**src/rtl/canny_pkg.sv**
```systemverilog
// Shared types and defaults for the Canny frame controller slice.
package canny_pkg;

  typedef enum logic [1:0] {
    IDLE,
    WAIT_VS,
    ACTIVE,
    DRAIN
  } state_t;

  localparam int unsigned ERR_PIX  = 0;
  localparam int unsigned ERR_LINE = 1;

  localparam int unsigned DEF_IMG_WIDTH    = 640;
  localparam int unsigned DEF_IMG_HEIGHT   = 480;
  localparam int unsigned DEF_DRAIN_CYCLES = 2 * DEF_IMG_WIDTH + 16;

endpackage

```
**src/rtl/canny_frame_ctrl_if.sv**
```systemverilog
// Frame sync bundle: raw input timing in, gated timing out to the pipeline.
interface canny_frame_ctrl_if;

  logic per_frame_vsync;
  logic per_frame_href;
  logic per_frame_clken;
  logic pipe_frame_vsync;
  logic pipe_frame_href;
  logic pipe_frame_clken;

  modport master (
    output per_frame_vsync, per_frame_href, per_frame_clken,
    input  pipe_frame_vsync, pipe_frame_href, pipe_frame_clken
  );

  modport slave (
    input  per_frame_vsync, per_frame_href, per_frame_clken,
    output pipe_frame_vsync, pipe_frame_href, pipe_frame_clken
  );

endinterface

```
**src/rtl/canny_frame_meter.sv**
```systemverilog
// Pixel/line counters of an admitted frame and the sticky geometry error flags.
module canny_frame_meter
  import canny_pkg::*;
#(
  parameter int unsigned IMG_WIDTH  = DEF_IMG_WIDTH,
  parameter int unsigned IMG_HEIGHT = DEF_IMG_HEIGHT
) (
  input  logic       clk,
  input  logic       rst_s,
  input  logic       clear,
  input  logic       active,
  input  logic       pix_inc,
  input  logic       line_end,
  input  logic       frame_end,
  output logic [1:0] frame_err
);

  localparam int unsigned PIX_W  = $clog2(IMG_WIDTH + 1);
  localparam int unsigned LINE_W = $clog2(IMG_HEIGHT + 1);

  logic [PIX_W-1:0]  pix_cnt, pix_next;
  logic [LINE_W-1:0] line_cnt, line_next;

  // Saturating next values; the line-end check sees a pixel arriving in the same cycle.
  always_comb begin
    pix_next  = pix_cnt;
    line_next = line_cnt;
    if (pix_inc && (pix_cnt != '1)) pix_next = pix_cnt + PIX_W'(1);
    if (line_end && (line_cnt != '1)) line_next = line_cnt + LINE_W'(1);
  end

  always_ff @(posedge clk or posedge rst_s) begin
    if (rst_s) begin
      pix_cnt   <= '0;
      line_cnt  <= '0;
      frame_err <= '0;
    end else if (clear) begin
      pix_cnt   <= '0;
      line_cnt  <= '0;
      frame_err <= '0;
    end else if (active) begin
      pix_cnt  <= line_end ? '0 : pix_next;
      line_cnt <= line_next;
      if (line_end && (pix_next != PIX_W'(IMG_WIDTH)))
        frame_err[ERR_PIX] <= 1'b1;
      if (frame_end && (line_next != LINE_W'(IMG_HEIGHT)))
        frame_err[ERR_LINE] <= 1'b1;
    end
  end

endmodule

```
**src/rtl/canny_frame_ctrl.sv**
```systemverilog
// Frame admission, shadowed threshold commit and drain tracking in front of
// the Canny pipeline.
module canny_frame_ctrl
  import canny_pkg::*;
#(
  parameter int unsigned IMG_WIDTH    = DEF_IMG_WIDTH,
  parameter int unsigned IMG_HEIGHT   = DEF_IMG_HEIGHT,
  parameter int unsigned THR_WIDTH    = 8,
  parameter int unsigned DRAIN_CYCLES = 2 * IMG_WIDTH + 16
) (
  input  logic                 clk,
  input  logic                 rst_s,
  input  logic                 cfg_wr,
  input  logic [THR_WIDTH-1:0] cfg_high_thr,
  input  logic [THR_WIDTH-1:0] cfg_low_thr,
  input  logic                 cfg_bypass,
  input  logic                 cfg_enable,
  canny_frame_ctrl_if.slave    pix,
  output logic [THR_WIDTH-1:0] act_high_thr,
  output logic [THR_WIDTH-1:0] act_low_thr,
  output logic                 act_bypass,
  output logic                 frame_busy,
  output logic                 frame_done,
  output logic [1:0]           frame_err
);

  localparam int unsigned DW = $clog2(DRAIN_CYCLES + 1);

  state_t               state, state_next;
  logic                 vs_d, hs_d;
  logic                 vs_rise, vs_fall, hs_fall;
  logic                 commit, load_drain, gate;
  logic [DW-1:0]        drain_cnt;
  logic [THR_WIDTH-1:0] sh_high, sh_low;
  logic                 sh_bypass;

  assign vs_rise = pix.per_frame_vsync & ~vs_d;
  assign vs_fall = ~pix.per_frame_vsync & vs_d;
  assign hs_fall = ~pix.per_frame_href & hs_d;
  assign gate    = (state == ACTIVE) || commit;

  always_comb begin
    state_next = state;
    commit     = 1'b0;
    load_drain = 1'b0;
    frame_done = 1'b0;
    unique case (state)
      IDLE: if (cfg_enable) state_next = WAIT_VS;
      WAIT_VS: begin
        if (!cfg_enable) begin
          state_next = IDLE;
        end else if (vs_rise) begin
          commit     = 1'b1;
          state_next = ACTIVE;
        end
      end
      ACTIVE: begin
        if (vs_fall) begin
          load_drain = 1'b1;
          state_next = DRAIN;
        end
      end
      DRAIN: begin
        // A new frame cuts the drain short so back-to-back frames are not lost.
        if (vs_rise) begin
          frame_done = 1'b1;
          commit     = 1'b1;
          state_next = ACTIVE;
        end else if (drain_cnt == '0) begin
          frame_done = 1'b1;
          state_next = cfg_enable ? WAIT_VS : IDLE;
        end
      end
      default: state_next = IDLE;
    endcase
  end

  always_ff @(posedge clk or posedge rst_s) begin
    if (rst_s) begin
      state     <= IDLE;
      vs_d      <= 1'b0;
      hs_d      <= 1'b0;
      drain_cnt <= '0;
    end else begin
      state <= state_next;
      vs_d  <= pix.per_frame_vsync;
      hs_d  <= pix.per_frame_href;
      if (load_drain)
        drain_cnt <= DW'(DRAIN_CYCLES - 1);
      else if ((state == DRAIN) && (drain_cnt != '0))
        drain_cnt <= drain_cnt - DW'(1);
    end
  end

  always_ff @(posedge clk or posedge rst_s) begin
    if (rst_s) begin
      pix.pipe_frame_vsync <= 1'b0;
      pix.pipe_frame_href  <= 1'b0;
      pix.pipe_frame_clken <= 1'b0;
    end else begin
      pix.pipe_frame_vsync <= gate & pix.per_frame_vsync;
      pix.pipe_frame_href  <= gate & pix.per_frame_href;
      pix.pipe_frame_clken <= gate & pix.per_frame_clken;
    end
  end

  // Commit reads the shadow before a coincident cfg_wr lands in it.
  always_ff @(posedge clk or posedge rst_s) begin
    if (rst_s) begin
      sh_high      <= '0;
      sh_low       <= '0;
      sh_bypass    <= 1'b0;
      act_high_thr <= '0;
      act_low_thr  <= '0;
      act_bypass   <= 1'b0;
      frame_busy   <= 1'b0;
    end else begin
      if (cfg_wr) begin
        sh_high   <= cfg_high_thr;
        sh_low    <= cfg_low_thr;
        sh_bypass <= cfg_bypass;
      end
      if (commit) begin
        act_high_thr <= sh_high;
        act_low_thr  <= (sh_low > sh_high) ? sh_high : sh_low;
        act_bypass   <= sh_bypass;
      end
      if (commit)
        frame_busy <= 1'b1;
      else if (frame_done)
        frame_busy <= 1'b0;
    end
  end

  canny_frame_meter #(
    .IMG_WIDTH (IMG_WIDTH),
    .IMG_HEIGHT(IMG_HEIGHT)
  ) u_meter (
    .clk      (clk),
    .rst_s    (rst_s),
    .clear    (commit),
    .active   (state == ACTIVE),
    .pix_inc  (pix.per_frame_clken & pix.per_frame_href),
    .line_end (hs_fall | (vs_fall & pix.per_frame_href)),
    .frame_end(vs_fall),
    .frame_err(frame_err)
  );

endmodule

```
**src/flat_wrapper.sv**
```systemverilog
// flat-port wrapper written by rule: the top's interface ports become plain ports
module canny_frame_ctrl_flat import canny_pkg::*;
#(
  parameter int unsigned IMG_WIDTH    = DEF_IMG_WIDTH,
  parameter int unsigned IMG_HEIGHT   = DEF_IMG_HEIGHT,
  parameter int unsigned THR_WIDTH    = 8,
  parameter int unsigned DRAIN_CYCLES = 2 * IMG_WIDTH + 16
)
  (clk, rst_s, cfg_wr, cfg_high_thr, cfg_low_thr, cfg_bypass, cfg_enable, act_high_thr, act_low_thr, act_bypass, frame_busy, frame_done, frame_err, pix_per_frame_vsync, pix_per_frame_href, pix_per_frame_clken, pix_pipe_frame_vsync, pix_pipe_frame_href, pix_pipe_frame_clken);
  canny_frame_ctrl_if pix_i ();
  input  logic clk;
  input  logic rst_s;
  input  logic cfg_wr;
  input  logic [THR_WIDTH-1:0] cfg_high_thr;
  input  logic [THR_WIDTH-1:0] cfg_low_thr;
  input  logic cfg_bypass;
  input  logic cfg_enable;
  output logic [THR_WIDTH-1:0] act_high_thr;
  output logic [THR_WIDTH-1:0] act_low_thr;
  output logic act_bypass;
  output logic frame_busy;
  output logic frame_done;
  output logic [1:0] frame_err;
  input wire logic [$bits(pix_i.per_frame_vsync)-1:0] pix_per_frame_vsync;
  input wire logic [$bits(pix_i.per_frame_href)-1:0] pix_per_frame_href;
  input wire logic [$bits(pix_i.per_frame_clken)-1:0] pix_per_frame_clken;
  output wire logic [$bits(pix_i.pipe_frame_vsync)-1:0] pix_pipe_frame_vsync;
  output wire logic [$bits(pix_i.pipe_frame_href)-1:0] pix_pipe_frame_href;
  output wire logic [$bits(pix_i.pipe_frame_clken)-1:0] pix_pipe_frame_clken;
  assign pix_i.per_frame_vsync = pix_per_frame_vsync;
  assign pix_i.per_frame_href = pix_per_frame_href;
  assign pix_i.per_frame_clken = pix_per_frame_clken;
  assign pix_pipe_frame_vsync = pix_i.pipe_frame_vsync;
  assign pix_pipe_frame_href = pix_i.pipe_frame_href;
  assign pix_pipe_frame_clken = pix_i.pipe_frame_clken;
  canny_frame_ctrl #(.IMG_WIDTH(IMG_WIDTH), .IMG_HEIGHT(IMG_HEIGHT), .THR_WIDTH(THR_WIDTH), .DRAIN_CYCLES(DRAIN_CYCLES)) u_core (.clk(clk), .rst_s(rst_s), .cfg_wr(cfg_wr), .cfg_high_thr(cfg_high_thr), .cfg_low_thr(cfg_low_thr), .cfg_bypass(cfg_bypass), .cfg_enable(cfg_enable), .pix(pix_i), .act_high_thr(act_high_thr), .act_low_thr(act_low_thr), .act_bypass(act_bypass), .frame_busy(frame_busy), .frame_done(frame_done), .frame_err(frame_err));
endmodule
```
**config.mk**
```make
export PLATFORM = sky130hd
export DESIGN_NAME = canny_frame_ctrl_flat
export DESIGN_NICKNAME = d
export VERILOG_FILES = /design/src/rtl/canny_pkg.sv /design/src/rtl/canny_frame_ctrl_if.sv /design/src/rtl/canny_frame_meter.sv /design/src/rtl/canny_frame_ctrl.sv /design/src/flat_wrapper.sv
export SDC_FILE = /design/constraint.sdc
export NUM_CORES = 1
export LEC_CHECK = 0
export ABC_AREA = 0
export CORE_AREA = 2 2 127 129
export CTS_CLUSTER_DIAMETER = 80
export DETAILED_ROUTE_END_ITERATION = 16
export DIE_AREA = 0 0 129 131
export PLACE_DENSITY = 0.4
export SYNTH_ARGS = -nofsm -noshare
export SYNTH_HDL_FRONTEND = slang
export SYNTH_SLANG_ARGS = --single-unit
```
**constraint.sdc**
```tcl
create_clock -name clk -period 3.6 [get_ports clk]
set_input_delay 1.08 -clock clk [delete_from_list [all_inputs] [get_ports clk]]
set_output_delay 1.08 -clock clk [all_outputs]
set_load 0.05 [all_outputs]
```
==> summary.md, run 1 <==
| Metric | Value |
|---|---|
| Commonest cells after routing, fill and taps aside | `74 x dfrtp_1, 51 x o21ai_0, 50 x nand2_1` |
| Fmax | `0.285 GHz` |
| Post-synth EDFFs | `0` |
| CTS Buf Count | `9` |
| FFs w/ async S/R, synth | `1.00` |
| Detailed Route WL | `9.52 mm` |
| Relative slew slack | `0.434` |
| Root buf cell | `clkbuf_16` |
| CP Max Fanout | `6` |
| GPL Wtd Cong | `0.797` |
| Final hold vios | `0` |
| CTS resizes | `0` |
| Area Growth Syn to Fin | `27.0%` |
| Power share of the clock group | `0.301` |
| First-pass GRT wire length | `16.0 mm` |
| Vias | `3100` |
| Clock-pin transition on the worst setup and hold timing paths | `0.06 ns` |
| Tot Pwr | `2.87 mW` |
| Worst Path Arrival | `2.42 ns` |
| Flops & latches, synth | `74` |
| Hold_buf cts | `0` |
| Slew Viols, Final | `0` |
| Commonest non-fill, non-tap cell in the layout | `dfrtp_1` |
| Top_reg_cell synth | `dfrtp_1` |
| CTS tree | `done` |
| Antenna violations before repair | `0` |
| DRC Markers | `0` |
| Clock Latency Late Sink | `0.34 ns` |
| Filler cells | `1639` |
| Outcome | `completed` |
| Critical Path RT | `2.52 ns` |
| Clk_skew | `0.00387 ns` |
| Die area | `16900 um^2` |
| Post-synthesis sequential area ratio | `0.486` |
| Tcrit/Tclk final | `0.973` |
| Setup CP Type | `in -> out` |
| Number of DRC markers in iteration 0 | `266` |
| Crit path cell chain | `clkdlybuf4s50_1 -> or2b_1 -> a21oi_1 -> buf_12` |
| DR pass1 iterations | `4` |
| Post-CTS setup buffers | `0` |
| Final setup vio count | `0` |
| Initial Utilization | `0.245` |
| Power density over cell area | `593 nW/um^2` |
| NetSw | `1.04 mW` |
| Die W | `129 um` |
| Gate power share | `0.311` |
| Die Span Y | `131 um` |
| Syn nets | `443` |
| Core ar. | `15600 um^2` |
| Pint | `1.83 mW` |
| RSZ-0062 raised after global routing | `no` |
| Cell family with most CP delay | `buffers and inverters` |
| DP HPWL | `6.52 mm` |
| Nature of the critical path endpoint | `primary output` |
| Antenna-violating nets left | `0` |
| Clk buf depth | `2` |
| Layout cells sized above 1 | `0.0870` |
| HP Class | `reg -> reg` |
| # H-tree levels | `3` |
| Nets | `491` |
| Total track usage | `0.121` |
| Worst Max-Slew Pin Slew | `0.848 ns` |
| Ys Warns | `0` |
| IO buf count | `47` |
| Vias per inst | `4.59` |
| Total grt overflow | `0` |
| Setup TNS | `0 ns` |
| Synthesized area per cell | `9.37 um^2` |
| Sequential share of power | `0.388` |
| Final Util | `0.311` |
| Synth Instances | `407` |
| Synth Cell Area | `3810 um^2` |
| CP Buf/Inv Count | `2` |
| Critical path launch point type | `primary input` |
| Ant. Diodes | `0` |
| Largest net degree at the start of global routing | `75` |
| Slowest CP cell | `clkdlybuf4s50_1` |
| Pleak | `1.98 nW` |
| Site row count | `46` |
| Max-cap viol count | `0` |
| CTS sink count | `74` |
| Worst vdd ir | `0.308 mV` |
| Net Sw Frac | `0.364` |
| Via count of the first global-routing pass | `3019` |
| Routed length per instance | `14.1 um` |
| Tmin final | `3.50 ns` |
| Synth unique cells | `54` |
| Max incr delay on CP | `0.58 ns` |
| Io pins | `48` |
[stage by stage]
step / std cells / hold WS (ns) / cell area (um^2) / worst slack (ns)
finish: 676 / 0.476 / 4840 / 0.0961
global route: 676 / 0.505 / 4840 / 0.0110
CTS: 676 / 0.480 / 4840 / 0.0587
detailed placement: 660 / 0.469 / 4560 / 0.0626
global placement: 660 / 0.455 / 4560 / 0.0557
floorplan: 407 / 0.435 / 3810 / 0.422
[routing by layer]
layer | vias up | GRT usage | wire [um]
met2 | 41 | 0.185 | 4330
met1 | 1480 | 0.166 | 4730
li1 | 1569 | - | -
met4 | 0 | 0.0460 | 142
met3 | 10 | 0.0318 | 312
met5 | - | 0 | 0
[sequential cells by signal (all words and copies together) (netlist names)]
| signal | flops |
|---|---|
| u_core.pix.pipe_frame_href | 1 |
| u_core.sh_bypass | 1 |
| u_core.sh_high | 8 |
| u_core.sh_low | 8 |
| u_core.u_meter.pix_cnt | 10 |
| u_core.pix.pipe_frame_vsync | 1 |
| u_core.frame_busy | 1 |
| u_core.act_high_thr | 8 |
| u_core.vs_d | 1 |
| u_core.drain_cnt | 11 |
| u_core.hs_d | 1 |
| u_core.u_meter.frame_err | 2 |
| u_core.act_low_thr | 8 |
| u_core.u_meter.line_cnt | 9 |
| u_core.pix.pipe_frame_clken | 1 |
| u_core.state | 2 |
| u_core.act_bypass | 1 |
[layout make-up]
class	instances	area, um^2	share of cell area
Sequential cell	74	1850	0.382
Tap cell	216	270	0.0558
Clock buffer	14	274	0.0566
Clock inverter	2	10.0	0.00207
Inverter	19	71.3	0.0147
Timing Repair Buffer	54	546	0.113
Multi-Input combinational cell	297	1820	0.376
[worst register-to-register path: cells and delay by family (launching register included)]
kind / cells / cell delay [ns]
AOI/OAI and AO/OA: 3 / 0.60
adders and majority gates: 1 / 0.23
DFF: 1 / 0.51
and+or+nand+nor: 4 / 1.07
[Yosys cell counts (3+ instances only)]
| cell | n | share of area |
|---|---|---|
| o21ai_1 | 6 | 0.0079 |
| nand4_1 | 9 | 0.015 |
| xor2_1 | 6 | 0.014 |
| nor4_1 | 3 | 0.0049 |
| a21oi_1 | 23 | 0.030 |
| o31a_1 | 8 | 0.018 |
| nand3_1 | 12 | 0.016 |
| inv_1 | 19 | 0.019 |
| buf_2 | 4 | 0.0052 |
| nor2b_1 | 3 | 0.0049 |
| clkbuf_1 | 12 | 0.012 |
| ha_1 | 12 | 0.039 |
| o21ai_0 | 51 | 0.067 |
| nor3_1 | 6 | 0.0079 |
| nand2b_1 | 7 | 0.011 |
| a31oi_1 | 7 | 0.011 |
| nand2_1 | 50 | 0.049 |
| dfrtp_1 | 74 | 0.49 |
| o31ai_1 | 5 | 0.0098 |
| nor2_1 | 26 | 0.026 |
| mux2_2 | 10 | 0.030 |
| and2_1 | 7 | 0.011 |
| xnor2_1 | 4 | 0.0092 |
| and3_1 | 4 | 0.0066 |
[cell families after synthesis]
logic type                 Yosys count  synth area share
DFF                                 74             0.486
xor gates and xnor gates            10            0.0230
adders and majority gates           12            0.0394
AOI/OAI and AO/OA                  121             0.195
muxes                               11            0.0322
and+or+nand+nor                    143             0.188
buffers and inverters               36            0.0371
[path summary, 6_finish.rpt]
path,slack (ns),to,depth (start not counted),from
min,0.48,u_core.act_high_thr[4]$_DFFE_PP0P_,2,u_core.act_high_thr[4]$_DFFE_PP0P_
max,0.1,frame_done,4,pix_per_frame_vsync
max reg2reg,1.07,u_core.u_meter.frame_err[1]$_DFFE_PP0P_,8,u_core.u_meter.line_cnt[3]$_DFFE_PP0N_
min reg2reg,0.48,u_core.act_high_thr[4]$_DFFE_PP0P_,2,u_core.act_high_thr[4]$_DFFE_PP0P_
max in group asynchronous,2.13,u_core.u_meter.pix_cnt[4]$_DFFE_PP0N_,3,rst_s
min in group asynchronous,1.16,u_core.drain_cnt[7]$_DFFE_PP0P_,3,rst_s
[power groups by stage]
stage | clock network (mW) | registers (mW) | logic, mW
detailed placement | 0 | 1.13 | 0.901
finish | 0.866 | 1.11 | 0.894
global placement | 0 | 1.13 | 0.897
global route | 0.933 | 1.14 | 0.986
CTS | 0.894 | 1.12 | 0.908
floorplan | 0 | 1.35 | 0.366
Power figures use the tool's default switching activity.
==> run 2, diff against run 1 <==
==> constraint.sdc (replaced) <==
create_clock -name clk -period 3.6 [get_ports clk]
set_input_delay 1.08 -clock clk [delete_from_list [all_inputs] [get_ports clk]]
set_output_delay 1.08 -clock clk [all_outputs]
set_load 0.02 [all_outputs]
==> run 2 against run 1 <==
Against the previous run: register-to-register slack improved by 0.04 ns; sequential share of layout area fell by 0.059 points; cell area rose by 0.15%; largest power group unchanged; final cell count rose by 0.15%.
==> summary.md, run 2 (synthesized netlist as in run 1, its figures left out) <==
| Metric | Value |
|---|---|
| Fmax | `0.291 GHz` |
| First-pass GRT wire length | `15.8 mm` |
| Critical path launch point type | `primary input` |
| Tcrit/Tclk final | `0.954` |
| CTS Buf Count | `9` |
| GPL Wtd Cong | `0.797` |
| Max incr delay on CP | `0.57 ns` |
| HP Class | `reg -> reg` |
| Max reg flops | `11` |
| Critical Path RT | `2.52 ns` |
| Nets | `492` |
| Net Sw Frac | `0.316` |
| Post-CTS setup buffers | `0` |
| Worst Path Arrival | `2.35 ns` |
| Setup TNS | `0 ns` |
| Filler cells | `1640` |
| Vias | `3106` |
| Biggest register | `u_core.drain_cnt` |
| Initial Utilization | `0.245` |
| Root buf cell | `clkbuf_16` |
| Die area | `16900 um^2` |
| Cell family with most CP delay | `buffers and inverters` |
| Crit path cell chain | `clkdlybuf4s50_1 -> or2b_1 -> a21oi_1 -> clkbuf_2` |
| Final instance area | `4850 um^2` |
| Clock Latency Late Sink | `0.33 ns` |
| Routed wire length on met3 | `331 um` |
| Top Registers | `u_core.drain_cnt: 11 flops, u_core.u_meter.pix_cnt: 10 flops, u_core.u_meter.line_cnt: 9 flops` |
| DR pass1 iterations | `5` |
| Tmin final | `3.43 ns` |
| Die Span Y | `131 um` |
| Register Area | `1850 um^2` |
| Worst hold slack | `0.483 ns` |
| Worst-case reg-to-reg path depth | `8` |
| Ant. Diodes | `0` |
| Die W | `129 um` |
| RSZ-0062 raised after global routing | `no` |
| Max-cap viol count | `0` |
| HP Start | `u_core.sh_bypass$_DFFE_PP0P_` |
| CTS tree | `done` |
| Number of DRC markers in iteration 0 | `153` |
| CP Buf/Inv Count | `2` |
| RR Endpoint | `u_core.u_meter.frame_err[1]$_DFFE_PP0P_` |
| Relative slew slack | `0.465` |
| DP HPWL | `6.66 mm` |
| IO buf count | `47` |
| Power share of the clock group | `0.331` |
| Final setup vio count | `0` |
| Pint | `1.89 mW` |
| Hold path cells | `2` |
| Detailed Route WL | `9.52 mm` |
| DR WL met2 | `4.22 mm` |
| Flop2flop setup slack | `1.11 ns` |
| Core ar. | `15600 um^2` |
| Site row count | `46` |
| Slowest CP cell | `clkdlybuf4s50_1` |
| Commonest cells after routing, fill and taps aside | `74 x dfrtp_1, 51 x o21ai_0, 50 x nand2_1` |
| Clk_skew | `0.00395 ns` |
| Clk buf depth | `2` |
| DRT met1 WL | `4.81 mm` |
| Worst vdd ir | `0.228 mV` |
| Final Util | `0.311` |
| Gate power share | `0.265` |
| Clock-pin transition on the worst setup and hold timing paths | `0.06 ns` |
| CP Max Fanout | `6` |
| Area after DPL | `4560 um^2` |
| Commonest non-fill, non-tap cell in the layout | `dfrtp_1` |
| Setup CP Type | `in -> out` |
| Final hold vios | `0` |
| Critical R2R Launch | `u_core.u_meter.line_cnt[3]$_DFFE_PP0N_` |
| Area of the multi-input gates | `1820 um^2` |
| Highest metal layer with signal wires | `met4` |
| Nature of the critical path endpoint | `primary output` |
| Largest net degree at the start of global routing | `75` |
| NetSw | `0.873 mW` |
| Worst Hold Path EP | `u_core.act_bypass$_DFFE_PP0P_` |
| Io pins | `48` |
| Slew Viols, Final | `0` |
| Antenna violations before repair | `0` |
| Routed length per instance | `14.1 um` |
| Worst Max-Slew Pin Slew | `0.799 ns` |
| Hold_buf cts | `0` |
| CTS sink count | `74` |
| Vias per inst | `4.59` |
| Via count of the first global-routing pass | `3036` |
| Total grt overflow | `0` |
| Power density over cell area | `569 nW/um^2` |
| Outcome | `completed` |
| # H-tree levels | `3` |
| Area Growth Syn to Fin | `27.2%` |
| Pleak | `1.98 nW` |
| DRC Markers | `0` |
| Total track usage | `0.120` |
| Layout cells sized above 1 | `0.0868` |
| Sequential share of power | `0.404` |
| Antenna-violating nets left | `0` |
[run 2: cell types whose count changed in the layout (fill, tap and decap cells not counted), sizes merged]
cell,delta
bufinv,+1
clkbuf,+1
clkinv,-1
[run 2: layer usage]
layer,GRT usage,vias up
met5,0,-
li1,-,1559
met2,0.179,47
met4,0.0428,0
met3,0.0318,11
met1,0.168,1489
[run 2: how the worst max path moves through the flow]
stage,from,end,slack (ns),cells past startpoint
2_1_floorplan,rst_s,u_core.act_bypass$_DFFE_PP0P_,0.64,1
3_3_place_gp,pix_per_frame_vsync,frame_done,-0.30,4
3_5_place_dp,pix_per_frame_vsync,frame_done,-0.28,4
4_1_cts,pix_per_frame_vsync,frame_done,0.008,4
5_1_grt,pix_per_frame_vsync,frame_done,0.05,4
6_report,pix_per_frame_vsync,frame_done,0.17,4
[run 2: metrics by stage]
stage	setup WS (ns)	std cells	power [mW]
6_report	0.167	677	2.76
4_1_cts	0.00764	677	2.81
3_5_place_dp	-0.276	661	1.87
5_1_grt	0.0520	677	2.94
3_3_place_gp	-0.300	661	1.86
2_1_floorplan	0.638	407	1.55
[run 2: tightest hold or removal path, cell delays in order, from the launching register on]
cell and delay, ns:
dfrtp_1 0.34, nand2_1 0.05, nand2_1 0.05
[run 2: cell type report]
cell class	count	area share
Inverter	19	0.0147
Clock buffer	14	0.0544
Clock inverter	2	0.00722
Timing Repair Buffer	55	0.111
Tap cell	216	0.0557
Multi-Input combinational cell	297	0.375
Sequential cell	74	0.382
[run 2: repair_timing]
action	4_1_cts	5_1_grt
gates resized for setup	1	2
pin swaps	0	0
setup endpoints to repair	1	1
cloned	0	0
[run 2: power groups by stage]
stage               Sequential [mW]  Clock [mW]  Combinational (mW)
detailed placement             1.13           0               0.742
global placement               1.13           0               0.735
floorplan                      1.19           0               0.364
global route                   1.14       0.986               0.819
finish                         1.11       0.913               0.732
CTS                            1.11       0.948               0.747
==> run 3, diff against run 2 <==
--- a/config.mk
+++ b/config.mk
@@ -6,10 +6,12 @@
 export NUM_CORES = 1
 export LEC_CHECK = 0
 export ABC_AREA = 0
+export CAP_MARGIN = 20
 export CORE_AREA = 2 2 127 129
 export CTS_CLUSTER_DIAMETER = 80
 export DETAILED_ROUTE_END_ITERATION = 16
 export DIE_AREA = 0 0 129 131
+export MAX_ROUTING_LAYER = met4
 export PLACE_DENSITY = 0.4
 export SYNTH_ARGS = -nofsm -noshare
 export SYNTH_HDL_FRONTEND = slang
==> run 3 against run 2 <==
Against the previous run: fmax down 0.50%; first-iteration DRC count down 2.6%; critical path depth unchanged; sequential share of layout area unchanged; worst hold slack about the same; die area unchanged; power about the same; utilization unchanged; cell area unchanged; final cell count unchanged; clock skew about the same; critical path type unchanged; critical endpoint unchanged; largest cell class unchanged.
==> summary.md, run 3 (synthesized netlist as in run 1, its figures left out) <==
| Metric | Value |
|---|---|
| Top Registers | `u_core.drain_cnt: 11 flops, u_core.u_meter.pix_cnt: 10 flops, u_core.u_meter.line_cnt: 9 flops` |
| Relative slew slack | `0.459` |
| Antenna-violating nets left | `0` |
| GRT met2 Usage | `0.179` |
| CTS sink count | `74` |
| Worst setup margin | `0.149 ns` |
| Biggest register | `u_core.drain_cnt` |
| GRT busiest layer | `met2` |
| RSZ-0062 raised after global routing | `no` |
| Pleak | `1.98 nW` |
| Ant. Diodes | `0` |
| Crit path cell chain | `clkdlybuf4s50_1 -> or2b_1 -> a21oi_1 -> clkbuf_2` |
| Final instance area | `4850 um^2` |
| HP Class | `reg -> reg` |
| Grt met1 use | `0.170` |
| Detailed Route WL | `9.52 mm` |
| Clk buf depth | `2` |
| Area of the multi-input gates | `1820 um^2` |
| DRC Markers | `0` |
| Met3 global-route usage | `0.0277` |
| Max reg flops | `11` |
| Post-CTS setup buffers | `0` |
| Clock Latency Late Sink | `0.33 ns` |
| Commonest non-fill, non-tap cell in the layout | `dfrtp_1` |
| Max-cap viol count | `0` |
| Critical Path RT | `2.52 ns` |
| Commonest cells after routing, fill and taps aside | `74 x dfrtp_1, 51 x o21ai_0, 50 x nand2_1` |
| Largest net degree at the start of global routing | `75` |
| Tmin final | `3.45 ns` |
| Outcome | `completed` |
| Site row count | `46` |
| Total track usage | `0.124` |
| Final setup vio count | `0` |
| Worst Max-Slew Pin Slew | `0.809 ns` |
| # H-tree levels | `3` |
| Via count of the first global-routing pass | `3031` |
| CP Max Fanout | `6` |
| IO buf count | `47` |
| Vias per inst | `4.57` |
| Antenna violations before repair | `0` |
| Layout cells sized above 1 | `0.0868` |
| DR pass1 iterations | `6` |
| GPL Wtd Cong | `0.808` |
| Hold_buf cts | `0` |
| CTS Buf Count | `9` |
| CTS tree | `done` |
| Clk_skew | `0.00424 ns` |
| Max incr delay on CP | `0.57 ns` |
| Worst Path Arrival | `2.37 ns` |
| Io pins | `48` |
| Initial Utilization | `0.245` |
| Cell family with most CP delay | `buffers and inverters` |
| Power density over cell area | `568 nW/um^2` |
| Register Area | `1850 um^2` |
| DP HPWL | `6.66 mm` |
| Pre-CTS setup slack | `-0.276 ns` |
| Tcrit/Tclk final | `0.958` |
| Area Growth Syn to Fin | `27.2%` |
| Flop2flop setup slack | `1.11 ns` |
| Vias | `3092` |
| Clock-pin transition on the worst setup and hold timing paths | `0.05 ns` |
| CP Buf/Inv Count | `2` |
| Filler cells | `1640` |
| Slowest CP cell | `clkdlybuf4s50_1` |
| Core ar. | `15600 um^2` |
| First-pass GRT wire length | `15.8 mm` |
| Routed length per instance | `14.1 um` |
| Die Span Y | `131 um` |
| Nature of the critical path endpoint | `primary output` |
| Area after DPL | `4560 um^2` |
| Setup TNS | `0 ns` |
| Slew Viols, Final | `0` |
| Worst vdd ir | `0.230 mV` |
| Root buf cell | `clkbuf_16` |
| Nets | `492` |
| Die W | `129 um` |
| Critical path launch point type | `primary input` |
| Fmax | `0.290 GHz` |
| Number of DRC markers in iteration 0 | `149` |
| Setup CP Type | `in -> out` |
| Total grt overflow | `0` |
| Final hold vios | `0` |
| Die area | `16900 um^2` |
[run 3: final cells by class]
| type | count | share of cell area |
|---|---|---|
| inverter | 19 | 0.0147 |
| timing repair buffer | 55 | 0.111 |
| tap | 216 | 0.0557 |
| multi-input combinational | 297 | 0.375 |
| sequential | 74 | 0.382 |
| clock inverter | 2 | 0.00722 |
| clock buffer | 14 | 0.0544 |
[run 3: what timing repair did]
item | CTS | global route
gates resized for setup | 1 | 2
cloned | 0 | 0
endpoints found under the setup margin | 1 | 1
[run 3: worst paths after layout]
path | start | endpoint | depth (start not counted)
min in group asynchronous | rst_s | u_core.act_high_thr[1]$_DFFE_PP0P_ | 3
max in group asynchronous | rst_s | u_core.u_meter.line_cnt[2]$_DFFE_PP0N_ | 3
hold / removal | u_core.act_high_thr[4]$_DFFE_PP0P_ | u_core.act_high_thr[4]$_DFFE_PP0P_ | 2
setup reg to reg | u_core.u_meter.line_cnt[0]$_DFFE_PP0N_ | u_core.u_meter.frame_err[1]$_DFFE_PP0P_ | 8
setup / recovery | pix_per_frame_vsync | frame_done | 4
hold reg to reg | u_core.act_high_thr[4]$_DFFE_PP0P_ | u_core.act_high_thr[4]$_DFFE_PP0P_ | 2
[run 3: routing by layer]
metal | vias up | part of all wire
li1 | 1560 | -
met1 | 1486 | 0.51
met2 | 35 | 0.45
met3 | 11 | 0.027
met4 | 0 | 0.016
met5 | - | 0
[run 3: stage by stage]
step / hold slack, ns / util / total power [mW] / cells
floorplan: 0.435 / - / 1.55 / 407
global placement: 0.451 / 0.292 / 1.86 / 661
detailed placement: 0.468 / 0.292 / 1.87 / 661
CTS: 0.479 / 0.311 / 2.81 / 677
global route: 0.510 / 0.311 / 2.94 / 677
finish: 0.483 / 0.311 / 2.76 / 677
[run 3: worst reg2reg max path: cells and delay by family, from the launching register on]
family | cells | cell delay (ns)
adder cells (fa/ha/maj) | 2 | 0.52
flip-flops | 1 | 0.46
AND/OR/NAND/NOR | 3 | 0.74
AO/OA/AOI/OAI | 3 | 0.63
[run 3: power by group]
part           switching [mW]  internal (mW)
clock network           0.337          0.574
registers               0.132          0.982
logic                   0.402          0.330
total                   0.871           1.89
